===== src/rtl/branch_resolve_unit.sv =====
// Branch resolve unit: tracks in-flight predicted branches in a circular queue,
// flags mispredictions with a redirect pulse and retires branches in order to train the predictor.
module branch_resolve_unit #(
  parameter int DEPTH = 8,
  parameter int TAG_W = 3
) (
  input  logic             clk,
  input  logic             rst,
  input  logic             alloc_valid,
  input  logic [31:0]      alloc_pc,
  input  logic             alloc_pred_taken,
  input  logic [31:0]      alloc_pred_target,
  output logic             alloc_ready,
  output logic [TAG_W-1:0] alloc_tag,
  input  logic             res_valid,
  input  logic [TAG_W-1:0] res_tag,
  input  logic             res_taken,
  input  logic [31:0]      res_target,
  output logic             mispredict,
  output logic [31:0]      redirect_pc,
  output logic             update,
  output logic [31:0]      update_pc,
  output logic             update_taken,
  output logic [31:0]      update_target,
  output logic [TAG_W:0]   count
);

  localparam logic [TAG_W:0]   CNT_FULL = (TAG_W+1)'(DEPTH);
  localparam logic [TAG_W-1:0] TAG_ONE  = TAG_W'(1);
  localparam logic [TAG_W:0]   CNT_ONE  = (TAG_W+1)'(1);

  logic [DEPTH-1:0] valid_q, valid_d;
  logic [DEPTH-1:0] resolved_q, resolved_d;
  logic [DEPTH-1:0] pred_taken_q, act_taken_q;
  logic [31:0]      pc_q          [DEPTH];
  logic [31:0]      pred_target_q [DEPTH];
  logic [31:0]      act_target_q  [DEPTH];

  logic [TAG_W-1:0] head_q, head_d;
  logic [TAG_W-1:0] tail_q, tail_d;
  logic [TAG_W:0]   count_q, count_d;

  logic             mispredict_q;
  logic [31:0]      redirect_pc_q;
  logic             update_q;
  logic [31:0]      update_pc_q;
  logic             update_taken_q;
  logic [31:0]      update_target_q;

  logic             res_accept;
  logic             res_wrong;
  logic             squash_now;
  logic             retire;
  logic             alloc_fire;
  logic [TAG_W-1:0] res_off;

  // Distance of a tag from the oldest entry; larger means younger.
  function automatic logic [TAG_W-1:0] ageOf(input logic [TAG_W-1:0] t, input logic [TAG_W-1:0] h);
    return t - h;
  endfunction

  assign alloc_ready = (count_q != CNT_FULL);
  assign alloc_tag   = tail_q;
  assign count       = count_q;

  assign res_accept = res_valid && valid_q[res_tag] && !resolved_q[res_tag];
  assign res_wrong  = (pred_taken_q[res_tag] != res_taken) ||
                      (res_taken && (pred_target_q[res_tag] != res_target));
  assign squash_now = res_accept && res_wrong;
  assign retire     = valid_q[head_q] && resolved_q[head_q];
  assign alloc_fire = alloc_valid && alloc_ready && !squash_now;
  assign res_off    = ageOf(res_tag, head_q);

  always_comb begin
    valid_d    = valid_q;
    resolved_d = resolved_q;
    head_d     = head_q;
    tail_d     = tail_q;
    count_d    = count_q;
    if (retire) begin
      valid_d[head_q]    = 1'b0;
      resolved_d[head_q] = 1'b0;
      head_d             = head_q + TAG_ONE;
    end
    if (res_accept) begin
      resolved_d[res_tag] = 1'b1;
    end
    if (squash_now) begin
      // Everything fetched after the mispredicted branch is on the wrong path.
      for (int i = 0; i < DEPTH; i++) begin
        if (ageOf(TAG_W'(i), head_q) > res_off) begin
          valid_d[i]    = 1'b0;
          resolved_d[i] = 1'b0;
        end
      end
      tail_d  = res_tag + TAG_ONE;
      count_d = {1'b0, res_off} + CNT_ONE - {{TAG_W{1'b0}}, retire};
    end else begin
      if (alloc_fire) begin
        valid_d[tail_q]    = 1'b1;
        resolved_d[tail_q] = 1'b0;
        tail_d             = tail_q + TAG_ONE;
      end
      count_d = count_q + {{TAG_W{1'b0}}, alloc_fire} - {{TAG_W{1'b0}}, retire};
    end
  end

  always_ff @(posedge clk) begin
    if (rst) begin
      valid_q         <= '0;
      resolved_q      <= '0;
      head_q          <= '0;
      tail_q          <= '0;
      count_q         <= '0;
      mispredict_q    <= 1'b0;
      redirect_pc_q   <= '0;
      update_q        <= 1'b0;
      update_pc_q     <= '0;
      update_taken_q  <= 1'b0;
      update_target_q <= '0;
    end else begin
      valid_q      <= valid_d;
      resolved_q   <= resolved_d;
      head_q       <= head_d;
      tail_q       <= tail_d;
      count_q      <= count_d;
      mispredict_q <= squash_now;
      update_q     <= retire;
      if (squash_now) begin
        redirect_pc_q <= res_taken ? res_target : (pc_q[res_tag] + 32'd4);
      end
      if (retire) begin
        update_pc_q     <= pc_q[head_q];
        update_taken_q  <= act_taken_q[head_q];
        update_target_q <= act_target_q[head_q];
      end
    end
  end

  // Payload storage needs no reset; the valid bits gate every use of it.
  always_ff @(posedge clk) begin
    if (alloc_fire) begin
      pc_q[tail_q]          <= alloc_pc;
      pred_taken_q[tail_q]  <= alloc_pred_taken;
      pred_target_q[tail_q] <= alloc_pred_target;
    end
    if (res_accept) begin
      act_taken_q[res_tag]  <= res_taken;
      act_target_q[res_tag] <= res_target;
    end
  end

  assign mispredict    = mispredict_q;
  assign redirect_pc   = redirect_pc_q;
  assign update        = update_q;
  assign update_pc     = update_pc_q;
  assign update_taken  = update_taken_q;
  assign update_target = update_target_q;

endmodule


===== config.mk =====
export PLATFORM = sky130hd
export DESIGN_NAME = branch_resolve_unit
export DESIGN_NICKNAME = d
export VERILOG_FILES = /design/src/rtl/branch_resolve_unit.sv
export SDC_FILE = /design/constraint.sdc
export NUM_CORES = 1
export LEC_CHECK = 0
export BUFFER_PORTS_ARGS = -buffer_cell sky130_fd_sc_hd__buf_2
export CAP_MARGIN = 10
export CORE_MARGIN = 5
export CORE_UTILIZATION = 30
export CTS_BUF_LIST = sky130_fd_sc_hd__clkbuf_4
export CTS_CLUSTER_DIAMETER = 30
export DETAILED_ROUTE_END_ITERATION = 8
export SLEW_MARGIN = 30
export SYNTH_ARGS = -nofsm -noshare
export SYNTH_HDL_FRONTEND = slang
export SYNTH_SLANG_ARGS = --single-unit

===== constraint.sdc =====
create_clock -name clk -period 18.9 [get_ports clk]
set_input_delay 3.78 -clock clk [delete_from_list [all_inputs] [get_ports clk]]
set_output_delay 3.78 -clock clk [all_outputs]
set_load 0.005 [all_outputs]

==> flow_summary.json, run 1 <==
{
  "yosysUniqueCellTypes": 93,
  "dp_hpwl_mm": 77.2,
  "crit_arrival_ns": 9.99,
  "yosys-top-cells-area": "edfxtp_1 (61%), mux4_2 (11%), dfxtp_1 (6.4%), mux2i_1 (2.7%), nand2_1 (2.2%)",
  "synth_seq_area_share_pct": 67.0,
  "start_util_pct": 30.1,
  "internal-power_uw": 3330,
  "clock_power_share_pct": 39.8,
  "routed_wl_mm": 121,
  "end_kind": "flip-flop",
  "synth_largest_area_cell": "edfxtp_1",
  "num_vias": 24407,
  "fin_crit_sh_pct": 49.2,
  "cts_buffers": 237,
  "cts_root_buf": "clkbuf_4",
  "rows": 132,
  "grt_max_degree": 108,
  "holdWs_ns": 0.461,
  "hold_viol": 0,
  "max_freq_ghz": 0.108,
  "grt_pass1_vias": 23879,
  "async_reset_ff_share_pct": 0,
  "crit_type": "input pin to flip-flop",
  "layout_common_cells": "edfxtp_1 (784), clkbuf_4 (356), nand2_1 (231)",
  "drt_iter0_markers": 2454,
  "antenna_found_initial": 48,
  "max_slew_margin_pct": 32.2,
  "cts_resized": 0,
  "worst_pin_slew_ns": 1.02,
  "cp_top_family": "buffers and inverters",
  "switching_share_pct": 24.8,
  "p_leak_uw": 0.0152,
  "yosys_warnings": 0,
  "fin_nets": 2874,
  "netlist.area_leader.share_pct": 60.5,
  "overflow": 0,
  "cp_cell_sequence": "buf_6 -> buf_4 -> buf_4 -> nor2b_1 -> buf_4 -> a221oi_1 -> o221ai_1 -> xor2_1 -> or4b_1 -> nor3_2 -> a21oi_2 -> nor2_4 -> buf_4",
  "synth_area_sq_mm": 0.0389,
  "critPathMaxFanout": 59,
  "period_minus_slack_ns": 9.30,
  "ant_nets": 0,
  "grt_pass1_wl_mm": 171,
  "dr.pass1.iters": 6,
  "crit_buf_inv": 5,
  "die_h_um": 370,
  "path_clk_slew_ns": 0.06,
  "cp_slowest_cell": "buf_4",
  "via_per_inst": 5.18,
  "die_area_sq_mm": 0.137,
  "die_w_um": 370,
  "netSwitchingPower_uw": 1100,
  "finalSetupTns_ns": 0,
  "ios": 212,
  "crit_top_cell": "buf_4",
  "synth_edf_count": 784,
  "hp-class": "flip-flop to flip-flop",
  "synth_top_family_by_area": "multiplexers",
  "wire_per_inst_um": 25.6,
  "syn_inst": 2397,
  "power.share.sequential_pct": 51.8,
  "syn2layout_area_growth_pct": 16.0,
  "finalSetupViolations": 0,
  "rsz0062_at_grt": "false",
  "status": "finished clean",
  "cts.sinks": 909,
  "combPwrFrac_pct": 8.5,
  "synth.area.mux_share_pct": 14.7,
  "peakVddDrop_v": 0.0000450,
  "gp_congestion": 0.901,
  "synth_xor_area_share_pct": 1.04,
  "p_per_area_mw_per_mm2": 98.2,
  "layout_setup_ws_ns": 9.60,
  "synth_ff_type": "edfxtp_1",
  "htreeDepth": 4,
  "final_layout_size_suffix_gt1_share_pct": 32.0,
  "drcViolationCount": 0,
  "cts_hold_buffers": 0,
  "finalMaxSlewViolations": 0,
  "groute.usage.overall_pct": 17.3,
  "setup.worst_path.start_class": "input pin",
  "required_ns": 19.59,
  "synth-seq-cells": 909,
  "synth_compound_area_share_pct": 7.66,
  "synthAdderAreaFrac_pct": 1.10,
  "syn_avg_cell_area_sq_um": 16.2,
  "cts_tree": "built",
  "fin_skew_ns": 0.0836,
  "post_cts_buffers": 0,
  "numPortBuffers": 211,
  "design.core.area_sq_mm": 0.129,
  "maxCapViolations": 0,
  "syn_nets": 2535,
  "clk_latency_ns": 1.14,
  "yosys.area_share.simple_pct": 5.91,
  "critPathMaxStageDelay_ns": 0.84,
  "mostFrequentLayoutCell": "edfxtp_1",
  "fillers": 12485,
  "place_ws_ns": 8.47,
  "cts_buffer_depth": 3
}
[metrics by stage]
stage	utilization [%]	std cells	power, uW	cell area [sq um]
2_1_floorplan	-	2397	2550	38900
3_3_place_gp	32.3	4237	2700	41700
6_report	34.9	4709	4430	45100
4_1_cts	34.8	4682	4470	45000
3_5_place_dp	32.3	4237	2710	41800
5_1_grt	34.9	4692	4630	45100
[power groups by stage]
stage / clock network, uW / registers, uW / logic [uW]
after floorplan: 0 / 2330 / 217
after detailed placement: 0 / 2340 / 369
after CTS: 1810 / 2290 / 370
after global routing: 1930 / 2300 / 400
after global placement: 0 / 2330 / 367
final: 1760 / 2290 / 376
[final timing paths]
check	from	end	slack, ns	depth (start not counted)
max	res_tag[1]	pred_taken_q[7]	9.60	13
min	redirect_pc[19]	redirect_pc[19]	0.46	2
max reg2reg	pred_target_q[6][4]	pred_taken_q[7]	14.14	9
min reg2reg	redirect_pc[19]	redirect_pc[19]	0.46	2
[kinds of logic after synthesis]
family                   count (synthesis)
multiplexers                           335
AO/OA/AOI/OAI                          378
AND/OR/NAND/NOR                        497
adder cells (fa/ha/maj)                 33
flip-flops                             909
XOR/XNOR                                46
buffers and inverters                  199
[sequential cells by signal, indices dropped and copies added (netlist names), 3 cells and up]
name           flops
act_taken_q        8
act_target_q     256
alloc_tag          3
count              4
head_q             3
pc_q             256
pred_taken_q       8
pred_target_q    256
redirect_pc       32
resolved_q         8
update_pc         32
update_target     32
valid_q            8
[cell usage after synthesis, drive strengths merged (11+ instances only)]
library cell,instances
a211oi,33
a21o,12
a21oi,39
a221o,12
a221oi,23
a22oi,32
a311oi,66
and3,18
buf,83
clkbuf,79
dfxtp,125
edfxtp,784
ha,31
inv,37
mux2,48
mux2i,103
mux4,184
nand2,231
nand3,23
nand4,11
nor2,121
nor2b,15
nor3,20
o211ai,11
o21ai,32
o22ai,16
xnor2,23
xor2,23
[routing by layer]
layer  part of all wire [%]  GRT usage [%]  vias to the layer above
li1                       -              -                    10534
met1                     41           23.7                    12394
met2                     45           26.2                     1232
met3                     11           5.34                      219
met4                    2.5           5.56                       28
met5                   0.14              0                        -
[worst min-delay path, stage by stage (launching register included)]
cell	delay, ns
dfxtp_1	0.31
nand2_1	0.05
o2bb2ai_1	0.06
[area by class of cell]
class	count	area [sq um]	share of cell area, %
Inverter	37	145	0.322
Sequential cell	909	26100	57.8
Multi-Input combinational cell	1289	11900	26.4
Clock buffer	356	2670	5.92
Antenna cell	25	62.6	0.139
Timing Repair Buffer	262	1510	3.35
Clock inverter	89	568	1.26
Tap cell	1742	2180	4.83
(Power assumes the default switching activity.)
==> run 2: changes to the inputs <==
==> constraint.sdc (replaced) <==
create_clock -name clk -period 9.5 [get_ports clk]
set_input_delay 1.9 -clock clk [delete_from_list [all_inputs] [get_ports clk]]
set_output_delay 1.9 -clock clk [all_outputs]
set_load 0.005 [all_outputs]
==> flow_summary.json, run 2 (same netlist as run 1, synthesis figures left out) <==
{
  "status": "finished clean",
  "layout_setup_ws_ns": 3.27,
  "fillers": 12483,
  "rows": 132,
  "layout_common_cells": "edfxtp_1 (784), clkbuf_4 (328), nand2_1 (231)",
  "drcViolationCount": 0,
  "hold_depth": 2,
  "fin_skew_ns": 0.0991,
  "die_h_um": 370,
  "max_freq_ghz": 0.161,
  "maxCapViolations": 0,
  "max_slew_margin_pct": 30.3,
  "clk_latency_ns": 1.14,
  "whs_endpoint": "redirect_pc[2]",
  "cts_buffer_depth": 3,
  "cts_tree": "built",
  "post_cts_buffers": 0,
  "syn2layout_area_growth_pct": 15.9,
  "cts_hold_buffers": 0,
  "place_ws_ns": 2.29,
  "die_w_um": 370,
  "period_minus_slack_ns": 6.23,
  "gp_congestion": 0.902,
  "r2r-end": "count[1]",
  "mostFrequentLayoutCell": "edfxtp_1",
  "crit_arrival_ns": 6.94,
  "critPathMaxFanout": 80,
  "crit_type": "input pin to flip-flop",
  "fin_crit_sh_pct": 65.6,
  "die_area_sq_mm": 0.137,
  "ios": 212,
  "start_util_pct": 30.1,
  "fin_nets": 2873,
  "cts_buffers": 229,
  "worst_pin_slew_ns": 1.04,
  "finalMaxSlewViolations": 0,
  "cts_resized": 0,
  "cts_root_buf": "clkbuf_4",
  "p_leak_uw": 0.0152,
  "end_kind": "flip-flop",
  "wire_per_inst_um": 25.8,
  "final_layout_size_suffix_gt1_share_pct": 31.4,
  "drt_iter0_markers": 2751,
  "numPortBuffers": 211,
  "setup.worst_path.start_class": "input pin",
  "reg_top3": "act_target_q (256), pc_q (256), pred_target_q (256)",
  "required_ns": 10.21,
  "design.core.area_sq_mm": 0.129,
  "startpoint": "res_tag[2]",
  "hold_path.startpoint": "redirect_pc[2]",
  "finalSetupViolations": 0,
  "overflow": 0,
  "routed_wl_mm": 121,
  "grt_pass1_vias": 24073,
  "dp.cells": 4246,
  "num_vias": 24369,
  "hp-class": "flip-flop to flip-flop",
  "via_per_inst": 5.19,
  "r2r_start": "head_q[1]",
  "hold_viol": 0,
  "ant_nets": 0,
  "grt_pass1_wl_mm": 172,
  "r2r_slack_ns": 4.79,
  "dp_hpwl_mm": 77.5,
  "grt_max_degree": 81,
  "rsz0062_at_grt": "false",
  "cts.sinks": 909,
  "groute.usage.overall_pct": 17.2,
  "finalSetupTns_ns": 0,
  "finalNonFillerCells": 4693,
  "peakVddDrop_v": 0.000115,
  "path_clk_slew_ns": 0.07,
  "htreeDepth": 4,
  "antenna_found_initial": 40,
  "p_per_area_mw_per_mm2": 195,
  "dr.pass1.iters": 6,
  "rr_worst_depth": 13,
  "p_total_uw": 8790
}
run 2: changes by cell type in the layout (fill, tap and decap cells not counted), moves of 4 or more:
cell / delta
buf_4: +5
bufinv_16: +4
diode_2: -9
clkbuf_4: -28
clkinv_1: +12
run 2: per-stage QoR:
step | util, % | hold WS [ns] | area (sq um)
detailed placement | 32.4 | 0.449 | 41900
global placement | 32.4 | 0.444 | 41800
floorplan | - | 0.445 | 38900
CTS | 34.9 | 0.459 | 45000
finish | 34.9 | 0.461 | 45100
global route | 34.9 | 0.474 | 45000
run 2: final cells by class:
| cell class | instances | area (sq um) | area share (%) |
|---|---|---|---|
| diodes | 16 | 40.0 | 0.0889 |
| clock buffers | 328 | 2460 | 5.47 |
| clock inverters | 103 | 698 | 1.55 |
| inverters | 37 | 145 | 0.322 |
| multi-input cells | 1289 | 11900 | 26.5 |
| flip-flops and latches | 909 | 26100 | 57.8 |
| well taps | 1742 | 2180 | 4.84 |
| repair buffers | 269 | 1560 | 3.45 |
run 2: worst max path at each step:
| stage | cells after the start | endpoint |
|---|---|---|
| after floorplan | 11 | pc_q[0][0] |
| after detailed placement | 11 | pred_taken_q[7] |
| after global placement | 11 | pred_target_q[7][26] |
| final | 12 | pred_target_q[7][26] |
| after global routing | 12 | pc_q[7][15] |
| after CTS | 11 | pred_taken_q[7] |
run 2: worst max-delay path, cell delays in order:
cell	delay [ns]
clkbuf_8	0.54
buf_4	0.65
mux2_2	0.40
a221oi_1	0.33
o221ai_1	0.21
xor2_1	0.21
a2111oi_0	0.51
and4_1	0.33
buf_4	0.32
a21oi_2	0.21
nor2_4	0.68
buf_4	0.56
run 2: power by group:
part / internal [uW] / switching (uW) / total, uW
combinational: 252 / 501 / 753
clock: 1850 / 1620 / 3480
sequential: 4500 / 62.7 / 4560
run 2: layer usage:
layer	track usage [%]	up-vias	share of wire [%]
met3	5.53	201	11
met1	23.5	12354	42
met5	0	-	0.093
met4	4.59	20	2.2
met2	26.6	1288	45
li1	-	10506	-
